--- config.mk ---
export PLATFORM = sky130hd
export DESIGN_NAME = nes_clock_sequencer_flat
export DESIGN_NICKNAME = d
export VERILOG_FILES = /design/src/rtl/nes_clock_sequencer_pkg.sv /design/src/rtl/nes_clock_sequencer_if.sv /design/src/rtl/nes_clock_sequencer_ce_divider.sv /design/src/rtl/nes_clock_sequencer.sv /design/src/flat_wrapper.sv
export SDC_FILE = /design/constraint.sdc
export NUM_CORES = 1
export LEC_CHECK = 0
export CAP_MARGIN = 40
export CELL_PAD_IN_SITES_DETAIL_PLACEMENT = 0
export CELL_PAD_IN_SITES_GLOBAL_PLACEMENT = 1
export CORE_AREA = 2 2 55 95
export CTS_BUF_LIST = sky130_fd_sc_hd__clkbuf_2 sky130_fd_sc_hd__clkbuf_4 sky130_fd_sc_hd__clkbuf_8
export DETAILED_ROUTE_END_ITERATION = 16
export DIE_AREA = 0 0 57 97
export PLACE_DENSITY_LB_ADDON = 0.1
export SLEW_MARGIN = 20
export SYNTH_ARGS = -nofsm -noshare
export SYNTH_HDL_FRONTEND = slang
export SYNTH_SLANG_ARGS = --single-unit
--- constraint.sdc ---
create_clock -name clk -period 6 [get_ports clk]
set_input_delay 0.6 -clock clk [delete_from_list [all_inputs] [get_ports clk]]
set_output_delay 0.6 -clock clk [all_outputs]
set_load 0.02 [all_outputs]
--- src/rtl/nes_clock_sequencer_pkg.sv ---
// Shared types and default divisors for the NES master-clock sequencer.
// The divisor check is a constant function so that it can gate elaboration.
package nes_clk_pkg;

    localparam int DEFAULT_CPU_DIV = 12;
    localparam int DEFAULT_PPU_DIV = 4;

    typedef enum logic [1:0] {
        HALTED  = 2'd0,
        RUNNING = 2'd1,
        DRAIN   = 2'd2,
        STEP    = 2'd3
    } seq_state_e;

    // A CPU cycle must span at least two master clocks and hold a whole number of dots.
    function automatic bit divisors_ok(input int cpuDiv, input int ppuDiv);
        return (cpuDiv >= 2) && (ppuDiv >= 1) && ((cpuDiv % ppuDiv) == 0);
    endfunction

endpackage

--- src/rtl/nes_clock_sequencer_if.sv ---
// Request pulses in, clock-enable strobes and status out.
// The master side issues requests; the slave side is the sequencer itself.
interface nes_clock_sequencer_if;

    logic        run_req;
    logic        halt_req;
    logic        step_req;
    logic        cpu_ce;
    logic        ppu_ce;
    logic        apu_ce;
    logic        halted;
    logic [31:0] cpu_cycles;

    modport master (
        output run_req, halt_req, step_req,
        input  cpu_ce, ppu_ce, apu_ce, halted, cpu_cycles
    );

    modport slave (
        input  run_req, halt_req, step_req,
        output cpu_ce, ppu_ce, apu_ce, halted, cpu_cycles
    );

endinterface

--- src/rtl/nes_clock_sequencer_ce_divider.sv ---
// Enabled modulo-CPU_DIV master counter with registered CPU/PPU/APU strobe decode.
// Every strobe is produced by an advance, so a frozen counter never emits one.
module nes_ce_divider
    import nes_clk_pkg::*;
#(
    parameter int CPU_DIV = DEFAULT_CPU_DIV,
    parameter int PPU_DIV = DEFAULT_PPU_DIV
) (
    input  logic clk,
    input  logic reset_n,
    input  logic advance_i,
    output logic wrap_o,
    output logic cpu_ce_o,
    output logic ppu_ce_o,
    output logic apu_ce_o
);

    localparam int MW = $clog2(CPU_DIV);
    localparam int PW = (PPU_DIV > 1) ? $clog2(PPU_DIV) : 1;

    logic [MW-1:0] mcnt_q, mcnt_d;
    logic [PW-1:0] pcnt_q, pcnt_d;
    logic          apuPh_q;
    logic          cpuCe_q, ppuCe_q, apuCe_q;
    logic          wrap, dotWrap;

    // pcnt tracks mcnt mod PPU_DIV; CPU_DIV being a multiple of PPU_DIV keeps both in step.
    assign wrap    = advance_i && (mcnt_q == MW'(CPU_DIV - 1));
    assign dotWrap = advance_i && (pcnt_q == PW'(PPU_DIV - 1));

    always_comb begin
        mcnt_d = mcnt_q;
        pcnt_d = pcnt_q;
        if (advance_i) begin
            mcnt_d = wrap    ? '0 : mcnt_q + MW'(1);
            pcnt_d = dotWrap ? '0 : pcnt_q + PW'(1);
        end
    end

    always_ff @(posedge clk or negedge reset_n) begin
        if (!reset_n) begin
            mcnt_q  <= '0;
            pcnt_q  <= '0;
            apuPh_q <= 1'b0;
            cpuCe_q <= 1'b0;
            ppuCe_q <= 1'b0;
            apuCe_q <= 1'b0;
        end else begin
            mcnt_q  <= mcnt_d;
            pcnt_q  <= pcnt_d;
            cpuCe_q <= wrap;
            ppuCe_q <= dotWrap;
            apuCe_q <= wrap && apuPh_q;
            if (wrap) begin
                apuPh_q <= ~apuPh_q;
            end
        end
    end

    assign wrap_o   = wrap;
    assign cpu_ce_o = cpuCe_q;
    assign ppu_ce_o = ppuCe_q;
    assign apu_ce_o = apuCe_q;

endmodule

--- src/rtl/nes_clock_sequencer.sv ---
// Run/halt/step sequencer that gates the master divider so every stop lands on a
// CPU-cycle boundary, plus the free-running count of CPU strobes.
module nes_clock_sequencer
    import nes_clk_pkg::*;
#(
    parameter int CPU_DIV   = DEFAULT_CPU_DIV,
    parameter int PPU_DIV   = DEFAULT_PPU_DIV,
    parameter bit RESET_RUN = 1'b1
) (
    input  logic                  clk,
    input  logic                  reset_n,
    nes_clock_sequencer_if.slave  bus
);

    if (!divisors_ok(CPU_DIV, PPU_DIV)) begin : g_bad_divisors
        $error("nes_clock_sequencer: need CPU_DIV >= 2, PPU_DIV >= 1, CPU_DIV %% PPU_DIV == 0");
    end

    seq_state_e  state_q, state_d;
    logic        halted_q, halted_d;
    logic [31:0] cpuCycles_q;
    logic        advance;
    logic        wrap;
    logic        cpuCe, ppuCe, apuCe;

    assign advance = (state_q != HALTED);

    nes_ce_divider #(
        .CPU_DIV (CPU_DIV),
        .PPU_DIV (PPU_DIV)
    ) u_div (
        .clk       (clk),
        .reset_n   (reset_n),
        .advance_i (advance),
        .wrap_o    (wrap),
        .cpu_ce_o  (cpuCe),
        .ppu_ce_o  (ppuCe),
        .apu_ce_o  (apuCe)
    );

    // Ignored requests simply fall through; the checks are ordered halt > step > run.
    always_comb begin
        state_d = state_q;
        unique case (state_q)
            HALTED: begin
                if (bus.step_req) begin
                    state_d = STEP;
                end else if (bus.run_req) begin
                    state_d = RUNNING;
                end
            end
            RUNNING: begin
                if (bus.halt_req) begin
                    state_d = DRAIN;
                end
            end
            DRAIN: begin
                if (bus.run_req && !bus.halt_req) begin
                    state_d = RUNNING;
                end else if (wrap) begin
                    state_d = HALTED;
                end
            end
            STEP: begin
                if (bus.run_req) begin
                    state_d = RUNNING;
                end else if (wrap) begin
                    state_d = HALTED;
                end
            end
            default: state_d = state_q;
        endcase
    end

    // halted trails entry by one cycle so it never overlaps the final cpu_ce of a drain or step.
    assign halted_d = (state_q == HALTED) && (state_d == HALTED);

    always_ff @(posedge clk or negedge reset_n) begin
        if (!reset_n) begin
            state_q     <= RESET_RUN ? RUNNING : HALTED;
            halted_q    <= !RESET_RUN;
            cpuCycles_q <= '0;
        end else begin
            state_q  <= state_d;
            halted_q <= halted_d;
            if (wrap) begin
                cpuCycles_q <= cpuCycles_q + 32'd1;
            end
        end
    end

    assign bus.cpu_ce     = cpuCe;
    assign bus.ppu_ce     = ppuCe;
    assign bus.apu_ce     = apuCe;
    assign bus.halted     = halted_q;
    assign bus.cpu_cycles = cpuCycles_q;

endmodule

--- src/flat_wrapper.sv ---
// flat-port wrapper written by rule: the top's interface ports become plain ports
module nes_clock_sequencer_flat import nes_clk_pkg::*;
#(
    parameter int CPU_DIV   = DEFAULT_CPU_DIV,
    parameter int PPU_DIV   = DEFAULT_PPU_DIV,
    parameter bit RESET_RUN = 1'b1
)
  (clk, reset_n, bus_run_req, bus_halt_req, bus_step_req, bus_cpu_ce, bus_ppu_ce, bus_apu_ce, bus_halted, bus_cpu_cycles);
  nes_clock_sequencer_if bus_i ();
  input  logic clk;
  input  logic reset_n;
  input wire logic [$bits(bus_i.run_req)-1:0] bus_run_req;
  input wire logic [$bits(bus_i.halt_req)-1:0] bus_halt_req;
  input wire logic [$bits(bus_i.step_req)-1:0] bus_step_req;
  output wire logic [$bits(bus_i.cpu_ce)-1:0] bus_cpu_ce;
  output wire logic [$bits(bus_i.ppu_ce)-1:0] bus_ppu_ce;
  output wire logic [$bits(bus_i.apu_ce)-1:0] bus_apu_ce;
  output wire logic [$bits(bus_i.halted)-1:0] bus_halted;
  output wire logic [$bits(bus_i.cpu_cycles)-1:0] bus_cpu_cycles;
  assign bus_i.run_req = bus_run_req;
  assign bus_i.halt_req = bus_halt_req;
  assign bus_i.step_req = bus_step_req;
  assign bus_cpu_ce = bus_i.cpu_ce;
  assign bus_ppu_ce = bus_i.ppu_ce;
  assign bus_apu_ce = bus_i.apu_ce;
  assign bus_halted = bus_i.halted;
  assign bus_cpu_cycles = bus_i.cpu_cycles;
  nes_clock_sequencer #(.CPU_DIV(CPU_DIV), .PPU_DIV(PPU_DIV), .RESET_RUN(RESET_RUN)) u_core (.clk(clk), .reset_n(reset_n), .bus(bus_i));
endmodule
== Word level (Yosys, flattened, before mapping) ==
Cells that the tools add are included.
Word-level totals
  ROM bits: 0
  bits in writable memories: 0
  latch bits: 0
  bits of input ports: 5
  memories: 0
  register bits after elaboration: 45
  output and inout port bits: 36
Operators by class
  add/sub/neg operators: 3
  multiplexer cells: 9
  multiply operators: 0
  divide/modulo/power cells: 0
  shifts and indexed selects: 0
  bitwise operators: 1
  reduce and logical (&&, ||, !) cells: 9
  equal/unequal tests: 5
  order comparisons: 0
Operator list (number)
  32-bit by 1-bit adder with 32-bit output, second input constant: 1
  2-bit two-way mux: 7
  2-bit case mux with 4 select lines: 1
  2-bit equality test, second input constant: 3
  1-bit logical AND: 5
  4-bit by 1-bit adder with 4-bit output, second input constant: 1
  4-bit equality test, second input constant: 1
  2-bit zero test: 2
  4-bit two-way mux: 1
  2-bit by 1-bit adder with 2-bit output, second input constant: 1
  2-bit by 1-bit equality test with 1-bit output, second input constant: 1
  2-bit nonzero test: 1
  1-bit zero test: 1
  1-bit inverter: 1

== Depth between registers and ports, before layout ==
Gate-level depths: netlist (run 1).
  word-level depth: 7
  mapped depth: 7

== Modules after synthesis ==
A second synthesis (run 1) with hierarchy kept.
Second synthesis, totals
  cells, all modules: 172
  area, all modules: 2047.0 sq um
Modules (own cells, without submodules)
  nes_clock_sequencer: seq. area each 877.1 sq um, cells an instance 138, times used 1, area each 1599.0 sq um
  nes_ce_divider: seq. area each 250.2 sq um, cells an instance 34, times used 1, area each 447.9 sq um

== Least setup slack after synthesis (run 1) ==
OpenSTA, ideal clock, no wires.
  path type: reg2reg
  from: reg u_core.state_q[0]
  to: reg u_core.cpuCycles_q[26], in the netlist u_core.bus.cpu_cycles[26]
  cell stages (with the launch flop): 8
  library setup time: 0.129 ns
  path buffers: 2
  setup slack: 3.831 ns
  arrival: 2.039 ns
  path through: dfstp_2 clkbuf_1 o211ai_1 or4_1 buf_2 nor4_4 nand4b_1 xnor2_1
Between the ends
  word-level cells in the longest chain between the ends: 2
RTL lines
  start: declaration: line nes_clock_sequencer.sv:19  | seq_state_e state_q, state_d;
  start signal: assignment: line nes_clock_sequencer.sv:80  | state_q <= RESET_RUN ? RUNNING : HALTED;
  start signal: assignment: line nes_clock_sequencer.sv:84  | state_q <= state_d;
  2-bit nonzero test: line nes_clock_sequencer.sv:26  | assign advance = (state_q != HALTED);
  1-bit logical AND: line nes_clock_sequencer_ce_divider.sv:28  | assign wrap = advance_i && (mcnt_q == MW'(CPU_DIV - 1));
  end signal: assignment: line nes_clock_sequencer.sv:87  | cpuCycles_q <= cpuCycles_q + 32'd1;
  end: declaration: line nes_clock_sequencer.sv:21  | logic [31:0] cpuCycles_q;
No other way between the ends.
A chain may end at the register's enable or synchronous reset.

== Final worst setup path (run 1) ==
  from: reg u_core.u_div.mcnt_q[0]
  to: reg u_core.cpuCycles_q[26], in the netlist u_core.bus.cpu_cycles[26]
Between the ends
  word-level cells in the longest chain between the ends: 2
RTL lines
  start: declaration: line nes_clock_sequencer_ce_divider.sv:21  | logic [MW-1:0] mcnt_q, mcnt_d;
  start signal: assignment: line nes_clock_sequencer_ce_divider.sv:49  | mcnt_q <= mcnt_d;
  4-bit equality test: line nes_clock_sequencer_ce_divider.sv:28
  1-bit logical AND: line nes_clock_sequencer_ce_divider.sv:28
No other way between the ends.

==> results.md, run 1 <==
- Initial drt markers: 40
- Area contributors post-synth: dfrtp_1 54%, xnor2_1 7.3%, xor2_1 6.9%, nand2_1 4.6%, nand4_1 2.8%
- Switching power: 0.0002388 W
- Setup Buffers After CTS: 0
- Sequential area share after synthesis: 55.58%
- Critical path class: flip-flop to flip-flop
- Arrival time worst endpoint: 2.50 ns
- Cell Pwr Density: 300.0 mW/mm^2
- Number of synthesized flops with an enable pin: 0
- Clk buf depth: 2
- Total track usage: 16.15%
- Vias per std cell: 5.291
- Commonest non-fill, non-tap cell in the layout: dfrtp_1
- Mux contribution to synthesized area: 1.604%
- Fin crit share: 38.56%
- Main combinational cell family by area after synthesis: simple AND/OR/NAND/NOR gates
- TritonCTS Buffers: 5
- Worst setup EP type: flip-flop
- Die Y: 97 um
- Switching Share: 30.81%
- Ys Warns: 0
- Mapped Nets: 194
- Final wirelength: 4.189 mm
- Worst path required time: 6.19 ns
- Post-layout minimum cycle time: 2.314 ns
- Leakage power: 1.211 nW
- Port Buffers: 40
- Avg WL per Cell: 14.85 um
- RePlAce Congestion: 0.7999
- Slew HR: 62.82%
- Status: complete, no violations
- Yosys reg bits: 45
- Max_cap viols: 0
- RSZ-0062 raised after global routing: false
- Post-route cell area: 0.002582 sq mm
- Placement Cell Area: 0.002492 sq mm
- Yosys top cell area share: 54.29%
- Commonest non-fill, non-tap cells in the layout: 44 x dfrtp_1, 39 x clkdlybuf4s50_1, 25 x nand2_1, 17 x xnor2_1, 16 x xor2_1
- GRT overflow: 0
- Full die area: 0.005529 sq mm
- # nets final: 238
- Crit Path Max Fanout: 9
- Seq pwr share: 52.0%
- Syn Inst Count: 186
- Core Area: 0.004707 sq mm
- Comb power frac: 23.5%
- Setup TNS: 0 ns
- Post-synth ARST share: 100.0%
- Post-DRT Antenna Nets: 0
- XOR/XNOR Fraction of Synth Area: 14.25%
- RR Startpoint: u_core.u_div.mcnt_q[0]$_DFFE_PN0P_
- H-tree depth: 2
- Clock Sinks: 45
- Total number of vias: 1492
- Startpoint type of the worst setup path: flip-flop
- Later-pin clock latency in the skew report: 0.29 ns
- Chip Width: 57 um
- First-pass GRT wire length: 7.065 mm
- Multi-input gate area: 869.6 sq um
- Hold buffer count at cts: 0
- Slew at the pin with the worst max-slew slack: 0.5534 ns
- Root Buffer: clkbuf_8
- Adder-cell share of the synthesized area: 1.851%
- Initial antenna violation count: 0
- Top FF cell, synth: dfrtp_1
- Layout cells sized above 1: 7.826%
- Post-Syn Area per Cell: 10.90 sq um
- Clock transition at path regs: 0.08 ns
- Cell taking the most area after synthesis: dfrtp_1
- Post-synth cell types: 32
- FF+latch area: 0.001127 sq mm
- Fillers: 468
- Top Ports: 41
- Final Setup Violations: 0
- Clock share of power: 24.5%
- Clock skew: 0.005367 ns
- Hold Crit Class: input pin to asynchronous set/reset pin
- Post_cts resized: 0
- Initial Utilization: 43.09%
- Row count: 33
- Drt pass-1 iters: 4
- Post-synthesis cell area: 0.002028 sq mm
- Pint: 0.0005361 W
- Largest net degree at the start of global routing: 33
- Antenna diodes: 0
- VDD IR max: 0.2350 mV
- CTS tree: built
- Final Hold Viols: 0
- Launch point of the worst path: u_core.u_div.mcnt_q[0]$_DFFE_PN0P_
- Vias in the first global route: 1522
- Fmax: 432.2 MHz
- Fin. max-slew vios: 0
- Remaining DRCs: 0
- Synth Area in Simple Gates: 21.90%
- Post-synthesis compound-gate area fraction: 3.270%
- P&R area growth vs syn: 27.33%
- Post-DP HPWL: 3.152 mm
-- kinds of logic after synthesis --
| family | count (synthesis) |
|---|---|
| buf+inv | 8 |
| fa+ha+maj | 3 |
| compound gates | 11 |
| xor+xnor | 33 |
| simple gates | 83 |
| flops | 45 |
| mux | 3 |
-- final timing paths --
check / slack [ns] / depth (start not counted) / end
hold / removal: 0.19 / 1 / u_core.bus.cpu_cycles[17]$_DFFE_PN0P_
min in group clk: 0.46 / 1 / u_core.u_div.apuPh_q$_DFFE_PN0P_
max in group asynchronous: 5.25 / 2 / u_core.state_q[0]$_DFF_PN1_
setup reg to reg: 3.69 / 6 / u_core.bus.cpu_cycles[26]$_DFFE_PN0P_
setup / recovery: 3.69 / 6 / u_core.bus.cpu_cycles[26]$_DFFE_PN0P_
hold reg to reg: 0.46 / 1 / u_core.u_div.apuPh_q$_DFFE_PN0P_
-- stage by stage --
| step | hold WS (ns) | total power [W] | instances | setup slack (ns) | util (%) |
|---|---|---|---|---|---|
| floorplan | 0.3044 | 0.0005250 | 186 | 3.831 | - |
| global placement | 0.4462 | 0.0005800 | 274 | 3.780 | 52.53 |
| detailed placement | 0.4536 | 0.0005930 | 275 | 3.692 | 52.95 |
| CTS | 0.2014 | 0.0007844 | 282 | 3.684 | 54.86 |
| global route | 0.2056 | 0.0008243 | 282 | 3.543 | 54.86 |
| finish | 0.1938 | 0.0007748 | 282 | 3.686 | 54.86 |
-- power groups by stage --
stage	Sequential, W	Clock [W]	Combinational, W
after floorplan	0.000402	0	0.000123
after global placement	0.000403	0	0.000177
after detailed placement	0.000409	0	0.000184
after CTS	0.000403	0.000196	0.000186
after global routing	0.000412	0.000208	0.000205
final	0.000403	0.000190	0.000182
-- cell type report --
cell class                      instances  share of cell area, %
Multi-Input combinational cell        133                  33.67
Tap cell                               52                  2.519
Timing Repair Buffer                   41                  16.09
Sequential cell                        45                  43.65
Clock buffer                            7                  3.488
Inverter                                4                 0.5814
-- sequential cells by signal, indices dropped and copies added, names as in the netlist --
signal,flops
u_core.u_div.pcnt_q,2
u_core.u_div.ppu_ce_o,1
u_core.bus.halted,1
u_core.u_div.apu_ce_o,1
u_core.u_div.cpu_ce_o,1
u_core.u_div.mcnt_q,4
u_core.bus.cpu_cycles,32
u_core.state_q,2
u_core.u_div.apuPh_q,1
-- cell usage after synthesis (2+ instances only) --
cell       n
nor3_1     7
o21ai_0    4
dfrtp_1   44
ha_1       3
nor4_1     2
a21oi_1    2
or2_2      2
or4_1      2
nor2_1    14
mux2_2     2
nand3_1    9
clkbuf_1   3
nand2_1   25
nand4_1    9
inv_1      4
and3_1     5
and2_1     2
xor2_1    16
a21o_1     2
xnor2_1   17
-- metal layers --
metal,share of wire (%),global-route usage [%]
met5,0,0
met4,1.6,6.619
met3,4.9,3.342
met2,55,29.53
met1,39,17.33
-- worst max-delay path: stages, from the launching register on --
cell and delay [ns]:
dfrtp_1 0.39, ha_1 0.26, nand3b_4 0.15, or4_1 0.68
nor4_4 0.42, nand4b_1 0.16, xnor2_1 0.14
(Power assumes the default switching activity.)
==> run 2, diff against run 1 <==
--- a/config.mk
+++ b/config.mk
@@ -8,10 +8,10 @@
 export CAP_MARGIN = 40
 export CELL_PAD_IN_SITES_DETAIL_PLACEMENT = 0
 export CELL_PAD_IN_SITES_GLOBAL_PLACEMENT = 1
-export CORE_AREA = 2 2 55 95
+export CORE_AREA = 2 2 57 99
 export CTS_BUF_LIST = sky130_fd_sc_hd__clkbuf_2 sky130_fd_sc_hd__clkbuf_4 sky130_fd_sc_hd__clkbuf_8
 export DETAILED_ROUTE_END_ITERATION = 16
-export DIE_AREA = 0 0 57 97
+export DIE_AREA = 0 0 59 101
 export PLACE_DENSITY_LB_ADDON = 0.1
 export SLEW_MARGIN = 20
 export SYNTH_ARGS = -nofsm -noshare
==> constraint.sdc (replaced) <==
create_clock -name clk -period 2.35 [get_ports clk]
set_input_delay 0.235 -clock clk [delete_from_list [all_inputs] [get_ports clk]]
set_output_delay 0.235 -clock clk [all_outputs]
set_load 0.02 [all_outputs]
==> run 2 against run 1 <==
Via count shrank 0.94%; critical path depth grew 2; final area grew 1.4%; sequential power grew to 2.5 times the previous value; die area grew 7.8%; critical path type unchanged; largest cell class unchanged.
==> results.md, run 2 (synthesis results as in run 1) <==
- Status: complete, no violations
- Top Ports: 41
- Worst path required time: 2.57 ns
- Initial Utilization: 39.25%
- Root Buffer: clkbuf_8
- Chip Width: 59 um
- Setup Buffers After CTS: 0
- Core Area: 0.005167 sq mm
- GRT overflow: 0
- Critical path's slowest cell: dfrtp_1
- Final Hold Viols: 0
- Layout cells sized above 1: 10.21%
- Die Y: 101 um
- H-tree depth: 2
- Max reg flops: 32
- Total track usage: 16.74%
- Max_cap viols: 0
- Multi-input gate area: 875.8 sq um
- Port Buffers: 40
- Vias per std cell: 5.097
- Fin crit share: 93.32%
- TritonCTS Buffers: 5
- Slew at the pin with the worst max-slew slack: 0.5797 ns
- Hold buffer count at cts: 0
- Fin. max-slew vios: 0
- Post-DRT Antenna Nets: 0
- Slew HR: 61.35%
- P&R area growth vs syn: 29.06%
- Leakage power: 1.230 nW
- Full die area: 0.005959 sq mm
- # nets final: 243
- Clock transition at path regs: 0.08 ns
- Fillers: 477
- Antenna diodes: 0
- Cell Pwr Density: 771.2 mW/mm^2
- Worst path max stage delay: 0.41 ns
- Post-DP HPWL: 3.252 mm
- Clock Sinks: 45
- Fmax: 456.0 MHz
- Initial antenna violation count: 0
- Row count: 35
- Final wirelength: 4.319 mm
- Remaining DRCs: 0
- Final Setup Violations: 0
- RR Startpoint: u_core.u_div.mcnt_q[0]$_DFFE_PN0P_
- Clock skew: 0.002200 ns
- RSZ-0062 raised after global routing: false
- Drt pass-1 iters: 4
- Total number of vias: 1478
- Critical path class: flip-flop to flip-flop
- Worst path top cell family by delay: simple AND/OR/NAND/NOR gates
- RePlAce Congestion: 0.7202
- VDD IR max: 0.5161 mV
- Buffers and inverters on the worst path: 2
- Later-pin clock latency in the skew report: 0.29 ns
- Arrival time worst endpoint: 2.41 ns
- Most common cell on crit path: buf_4
- Post-route cell area: 0.002618 sq mm
- Initial drt markers: 28
- First-pass GRT wire length: 7.486 mm
- Crit-path cells: ha_1, nand3b_4, buf_4, nor4_1, nand4_1, buf_4, nor2_1, xor2_1
- Vias in the first global route: 1600
- Placement Cell Area: 0.002521 sq mm
- Worst setup EP type: flip-flop
- Commonest non-fill, non-tap cell in the layout: dfrtp_1
- CTS tree: built
- Launch point of the worst path: u_core.u_div.mcnt_q[0]$_DFFE_PN0P_
- Avg WL per Cell: 14.89 um
- FF+latch area: 0.001127 sq mm
- Startpoint type of the worst setup path: flip-flop
- Commonest non-fill, non-tap cells in the layout: 44 x dfrtp_1, 39 x clkdlybuf4s50_1, 25 x nand2_1, 17 x xnor2_1, 16 x xor2_1
- Hold Crit Class: input pin to asynchronous set/reset pin
- Post-layout minimum cycle time: 2.193 ns
- Clk buf depth: 2
- Setup TNS: 0 ns
- Largest net degree at the start of global routing: 46
- Crit Path Max Fanout: 8
run 2: changes by cell type in the layout (fill, tap and decap cells not counted), sizes merged:
cell	previous run	this run
buf	2	7
run 2: final timing paths:
| path | to | slack, ns | cells after the start |
|---|---|---|---|
| max | u_core.bus.cpu_cycles[15]$_DFFE_PN0P_ | 0.16 | 8 |
| min | u_core.bus.cpu_cycles[13]$_DFFE_PN0P_ | 0.01 | 2 |
| max reg2reg | u_core.bus.cpu_cycles[15]$_DFFE_PN0P_ | 0.16 | 8 |
| min reg2reg | u_core.u_div.apuPh_q$_DFFE_PN0P_ | 0.47 | 1 |
| max in group asynchronous | u_core.bus.cpu_cycles[24]$_DFFE_PN0P_ | 1.94 | 2 |
| min in group clk | u_core.u_div.apuPh_q$_DFFE_PN0P_ | 0.47 | 1 |
run 2: report_power, final:
group | leakage, nW | internal, W | total [W] | switching (W)
clock | 0.0477 | 0.000245 | 0.000490 | 0.000245
combinational | 0.576 | 0.000248 | 0.000516 | 0.000268
sequential | 0.606 | 0.000896 | 0.00101 | 0.000117
run 2: routing by layer:
layer / global-route usage (%) / vias to the layer above / part of all wire (%)
met1: 17.36 / 710 / 38
met2: 31.71 / 32 / 57
li1: - / 730 / -
met4: 6.294 / 0 / 1.8
met5: 0 / - / 0
met3: 3.209 / 6 / 3.2
run 2: repair_timing:
| action | in CTS | in global routing |
|---|---|---|
| gates resized for setup | 0 | 1 |
| endpoints found under the setup margin | 0 | 3 |
| endpoints found under the hold margin | 0 | 0 |
run 2: cell type report:
type	instances	share of cell area (%)
Timing Repair Buffer	46	16.83
Inverter	4	0.5736
Tap cell	55	2.629
Sequential cell	45	43.07
Clock buffer	7	3.442
Multi-Input combinational cell	133	33.46
run 2: per-stage QoR:
step	setup WS, ns	power, W	hold slack [ns]	util [%]	instances
after floorplan	0.1813	0.001340	-0.06059	-	186
after global placement	0.1067	0.001513	0.3429	48.79	283
after detailed placement	0.09507	0.001549	0.3549	48.79	283
after CTS	0.08096	0.002052	0.03581	50.53	290
after global routing	0.01438	0.002162	0.05218	50.65	290
final	0.1571	0.002019	0.01290	50.65	290
run 2: worst reg2reg max path: stages (launching register included):
cell      delay, ns
dfrtp_1        0.41
ha_1           0.24
nand3b_4       0.09
buf_4          0.17
nor4_1         0.32
nand4_1        0.35
buf_4          0.27
nor2_1         0.13
xor2_1         0.15
==> run 3, diff against run 2 <==
--- a/config.mk
+++ b/config.mk
@@ -10,9 +10,11 @@
 export CELL_PAD_IN_SITES_GLOBAL_PLACEMENT = 1
 export CORE_AREA = 2 2 57 99
 export CTS_BUF_LIST = sky130_fd_sc_hd__clkbuf_2 sky130_fd_sc_hd__clkbuf_4 sky130_fd_sc_hd__clkbuf_8
+export CTS_CLUSTER_SIZE = 25
 export DETAILED_ROUTE_END_ITERATION = 16
 export DIE_AREA = 0 0 59 101
 export PLACE_DENSITY_LB_ADDON = 0.1
+export SKIP_LAST_GASP = 1
 export SLEW_MARGIN = 20
 export SYNTH_ARGS = -nofsm -noshare
 export SYNTH_HDL_FRONTEND = slang
==> results of run 3 <==
Final layout, timing and power as in run 2 (identical DEF).
==> variant 1: new RTL, settings of run 3 <==
Encoding of `seq_state_e`: now one-hot (4 bits for 4 states).
--- a/src/rtl/nes_clock_sequencer_pkg.sv
+++ b/src/rtl/nes_clock_sequencer_pkg.sv
@@ -7,7 +7,7 @@
 
-    typedef enum logic [1:0] {
-        HALTED  = 2'd0,
-        RUNNING = 2'd1,
-        DRAIN   = 2'd2,
-        STEP    = 2'd3
+    typedef enum logic [3:0] {
+        HALTED  = 4'b0001,
+        RUNNING = 4'b0010,
+        DRAIN   = 4'b0100,
+        STEP    = 4'b1000
     } seq_state_e;
Behaviour: no difference found for any inputs over 10 cycles, from zero or initial values and one cycle with reset_n low; not proved beyond that.
==> variant 1 against run 3 <==
Cell area rose by 7.3%; wire length rose by 5.6%; area after synthesis rose by 11%; sequential cell count rose by 2; fmax rose by 9.8%; count of clock-buffer cells in the layout did not move; setup slack improved by 0.20 ns; cell count rose by 6.6%; critical endpoint is now u_core.bus.cpu_cycles[31].
Power is not compared: it rests on default switching activity, and its combinational part moved more than twofold at a synthesized area within 25%.
==> variant 1: results (changes against run 3) <==
* Placed cell area at 2710 µm² (was 2521 µm²)
* Most frequent cells after synthesis: 46 x dfrtp_1, 29 x nand2_1, 17 x xnor2_1 (was 44 x dfrtp_1, 25 x nand2_1, 17 x xnor2_1)
* CTS Buffer Depth at 2 (unchanged)
* Worst hold path class: reg2reg (was in2async)
* Worst r2r dst: u_core.bus.cpu_cycles[31] (was u_core.bus.cpu_cycles[15])
* CP max FO at 7 (was 8)
* Post-route non-filler standard cell count at 309 (was 290)
* Ranking of synthesized cells by area: dfrtp_1 51%, xnor2_1 6.6%, xor2_1 6.2%, nand2_1 4.8%, nor2_1 2.7% (was dfrtp_1 54%, xnor2_1 7.3%, xor2_1 6.9%, nand2_1 4.6%, nand4_1 2.8%)
* Flop2flop setup slack at 0.35 ns (was 0.16 ns)
* Distinct cells, synth at 38 (was 32)
* RD Place Congestion at 0.7534 (was 0.7202)
* Iter 0 DRT Violations at 25 (was 28)
* Routed wire length at 4.561 mm (was 4.319 mm)
* First-pass GRT wire length at 7.755 mm (was 7.486 mm)
* Multiplexer share of the synthesized area at 0.01940 (was 0.01604)
* PnR Total Power at 1.318 mW
* Sequential area share after synthesis at 0.5216 (was 0.5558)
* Via density at 5.291 (was 5.097)
* Achievable frequency at 0.5005 GHz (was 0.4560 GHz)
* Largest net degree at the start of global routing at 29 (was 46)
* GRT Util Overall at 0.1697 (was 0.1674)
* Clock root buffer: clkbuf_8 (unchanged)
* Crit. Startpoint: u_core.u_div.mcnt_q[0] (unchanged)
* Layout cells sized above 1 at 0.1024 (was 0.1021)
* Dpl hpwl at 3.551 mm (was 3.252 mm)
* Outcome: finished, final reports clean (unchanged)
* Vias in the first global route at 1605 (was 1600)
* Crit path DAT at 2.21 ns (was 2.41 ns)
* Clock group at 482 µW
* Fin nets at 261 (was 243)
* # port buffers at 40 (unchanged)
* WHS at 0.4634 ns (was 0.01290 ns)
* Slowest cell delay on critical path at 0.51 ns (was 0.41 ns)
* Main flop type after synthesis: dfrtp_1 (unchanged)
* Synth Area in XOR/XNOR at 0.1280 (was 0.1425)
* Clock Skew at 0.006801 ns (was 0.002200 ns)
* Post-synthesis compound-gate area fraction at 0.04878 (was 0.03270)
* Max stage delay cell, worst path: or3_1 (was dfrtp_1)
* Reg2Reg Depth at 6 (was 8)
* Dpl cells at 300 (was 283)
-- variant 1: cell count changes after synthesis, sizes merged, moves of 3 or more --
cell,before,now
buf,1,6
clkbuf,3,0
nand2,25,29
nand2b,0,3
-- variant 1: timing repair --
action / 4_1_cts / 5_1_grt
hold endpoints to repair: 26 / 0
hold buffers: 1 / 0
endpoints found under the setup margin: 0 / 0
-- variant 1: layer usage --
layer,part of all wire,track usage,vias up
met1,0.40,0.1982,800
met5,0,0,-
met4,0.011,0.04720,0
met3,0.023,0.03081,4
li1,-,-,803
met2,0.57,0.3077,28
-- variant 1: final cells by class --
class,count,area [µm²]
Clock buffer,7,83.83
Clock inverter,1,5.005
Fill cell,482,2359
Inverter,2,7.507
Multi-Input combinational cell,150,1016
Sequential cell,47,1177
Tap cell,55,68.82
Timing Repair Buffer,47,450.4
==> variant 2: new RTL, config.mk and constraints of run 3 <==
Without the edit above. Set the package constant `DEFAULT_PPU_DIV` to 2 (it was 4).
--- a/src/rtl/nes_clock_sequencer_pkg.sv
+++ b/src/rtl/nes_clock_sequencer_pkg.sv
@@ -5,3 +5,3 @@
     localparam int DEFAULT_CPU_DIV = 12;
-    localparam int DEFAULT_PPU_DIV = 4;
+    localparam int DEFAULT_PPU_DIV = 2;
 
Behaviour: not the same (Yosys sat finds a counterexample within 4 cycles, from zero or initial values and one cycle with reset_n low).
==> variant 2 against run 3 <==
Cell count fell by 6.9%; sequential cell count fell by 1; cell area fell by 3.8%; area after synthesis fell by 3.8%; synthesized cell count fell by 9.7%; non-clock buffer count fell by 4; power fell by 7.7%; die area did not move; worst hold slack improved by 0.41 ns; global-route usage fell by 2.3 points; wire length fell by 11%; setup slack improved by 0.17 ns; critical path type unchanged.
==> variant 2: results (changes against run 3) <==
* Outcome: finished, final reports clean (unchanged)
* Dpl cells at 262 (was 283)
* # Post-CTS Setup Buffers at 0 (unchanged)
* N_diodes at 0 (unchanged)
* CTS Buffer Depth at 2 (unchanged)
* CTS H-Tree Depth at 2 (unchanged)
* Initial antenna violation count at 0 (unchanged)
* Ys async rst share at 1.000 (unchanged)
* Syn Nets at 175 (was 194)
* CP max FO at 6 (was 8)
* Pint at 1.286 mW (was 1.389 mW)
* Ranking of synthesized cells by area: dfrtp_1 55%, xnor2_1 11%, nand2_1 4.2%, xor2_1 4.0%, nand3_1 2.6% (was dfrtp_1 54%, xnor2_1 7.3%, xor2_1 6.9%, nand2_1 4.6%, nand4_1 2.8%)
* First-pass GRT wire length at 6.534 mm (was 7.486 mm)
* CTS resizes at 0 (unchanged)
* Placed cell area at 2427 µm² (was 2521 µm²)
* Most frequent cells after synthesis: 43 x dfrtp_1, 24 x xnor2_1, 22 x nand2_1 (was 44 x dfrtp_1, 25 x nand2_1, 17 x xnor2_1)
* Synth Warn # at 0 (unchanged)
* WL/cell at 14.25 µm (was 14.89 µm)
* Clock root buffer: clkbuf_8 (unchanged)
* Distinct cells, synth at 33 (was 32)
* Layout cells sized above 1 at 0.08372 (was 0.1021)
* GRT Util Overall at 0.1442 (was 0.1674)
* Iter 0 DRT Violations at 28 (unchanged)
* DR pass1 iterations at 4 (unchanged)
* Largest net degree at the start of global routing at 27 (was 46)
* Main flop type after synthesis: dfrtp_1 (unchanged)
* Worst-Skew Late Latency at 0.29 ns (about the same)
* Max FFs per register at 32 (unchanged)
* Antenna Nets Post-Route at 0 (unchanged)
* CTS Hold Buffers Added at 1 (was 0)
* TritonCTS Buffers at 5 (unchanged)
* Transition time at the pin with the least slew margin at 0.5089 ns (was 0.5797 ns)
* Clock transition at path regs at 0.08 ns (about the same)
* Clock Skew at 0.008116 ns (was 0.002200 ns)
* Vias at 1363 (was 1478)
* Dpl hpwl at 2.939 mm (was 3.252 mm)
* Lkg Pwr at 1.143 nW (was 1.230 nW)
* Vias in the first global route at 1458 (was 1600)
* Crit. Startpoint: u_core.u_div.mcnt_q[0] (unchanged)
* Sequential area share after synthesis at 0.5647 (was 0.5558)
* Max VDD drop at 410.1 µV (was 516.1 µV)
* Fin nets at 222 (was 243)
* RD Place Congestion at 0.7711 (was 0.7202)
* # port buffers at 40 (unchanged)
* # fillers at 494 (was 477)
* Worst hold path class: in2async (unchanged)
* Post-route non-filler standard cell count at 270 (was 290)
* Placement Setup Slack at 0.3098 ns (was 0.09507 ns)
* Synthesized instance count at 168 (was 186)
variant 2: cell types whose count changed in the layout (fill, tap and decap cells not counted), sizes merged, moves of 3 or more:
cell   delta
nand4     -4
inv       -3
xor2      -7
nand2     -3
nor2b     +4
nor2      -7
buf       -5
xnor2     +7
variant 2: worst max-delay path, stage by stage (launching register included):
cell,delay [ns]
dfrtp_1,0.39
ha_1,0.23
o21ai_2,0.12
nor4_4,0.39
nor4b_4,0.46
nand2_1,0.15
xnor2_1,0.16
variant 2: worst paths after layout:
| kind | endpoint | slack (ns) | cells past startpoint |
|---|---|---|---|
| max in group asynchronous | u_core.bus.halted | 1.42 | 3 |
| min | u_core.bus.cpu_cycles[20] | 0.42 | 2 |
| max reg2reg | u_core.bus.cpu_cycles[28] | 0.33 | 6 |
| min in group clk | u_core.u_div.apuPh_q | 0.46 | 1 |
| max | u_core.bus.cpu_cycles[28] | 0.33 | 6 |
| min reg2reg | u_core.u_div.apuPh_q | 0.46 | 1 |
variant 2: kinds of logic (layout without fill, tap and decap cells):
| logic type | count (synthesis) | after routing | share of synthesized area |
|---|---|---|---|
| compound gates | 10 | 10 | 0.03525 |
| xor+xnor | 33 | 33 | 0.1481 |
| fa+ha+maj | 2 | 2 | 0.01282 |
| buf+inv | 3 | 50 | 0.006404 |
| flops | 44 | 44 | 0.5647 |
| mux | 1 | 1 | 0.005769 |
| simple gates | 75 | 75 | 0.2269 |
variant 2: final cells by class:
class,count,area [µm²],area share
Sequential cell,44,1102,0.4377
Multi-Input combinational cell,121,837.1,0.3323
Timing Repair Buffer,42,425.4,0.1689
Clock buffer,6,76.32,0.03030
Tap cell,55,68.82,0.02732
Clock inverter,1,5.005,0.001987
Inverter,1,3.754,0.001490
variant 2: power groups by stage:
stage	Combinational (mW)	Sequential [mW]	Clock (mW)
2_1_floorplan	0.266	1.00	0
3_3_place_gp	0.414	0.987	0
3_5_place_dp	0.430	0.994	0
4_1_cts	0.433	0.979	0.478
5_1_grt	0.484	0.998	0.508
6_report	0.422	0.979	0.461
variant 2: per-layer routing:
metal | up-vias | wire [µm] | track usage
li1 | 660 | - | -
met1 | 673 | 1491 | 0.1530
met2 | 24 | 2188 | 0.2701
met3 | 6 | 117 | 0.03209
met4 | 0 | 51 | 0.04720
met5 | - | 0 | 0
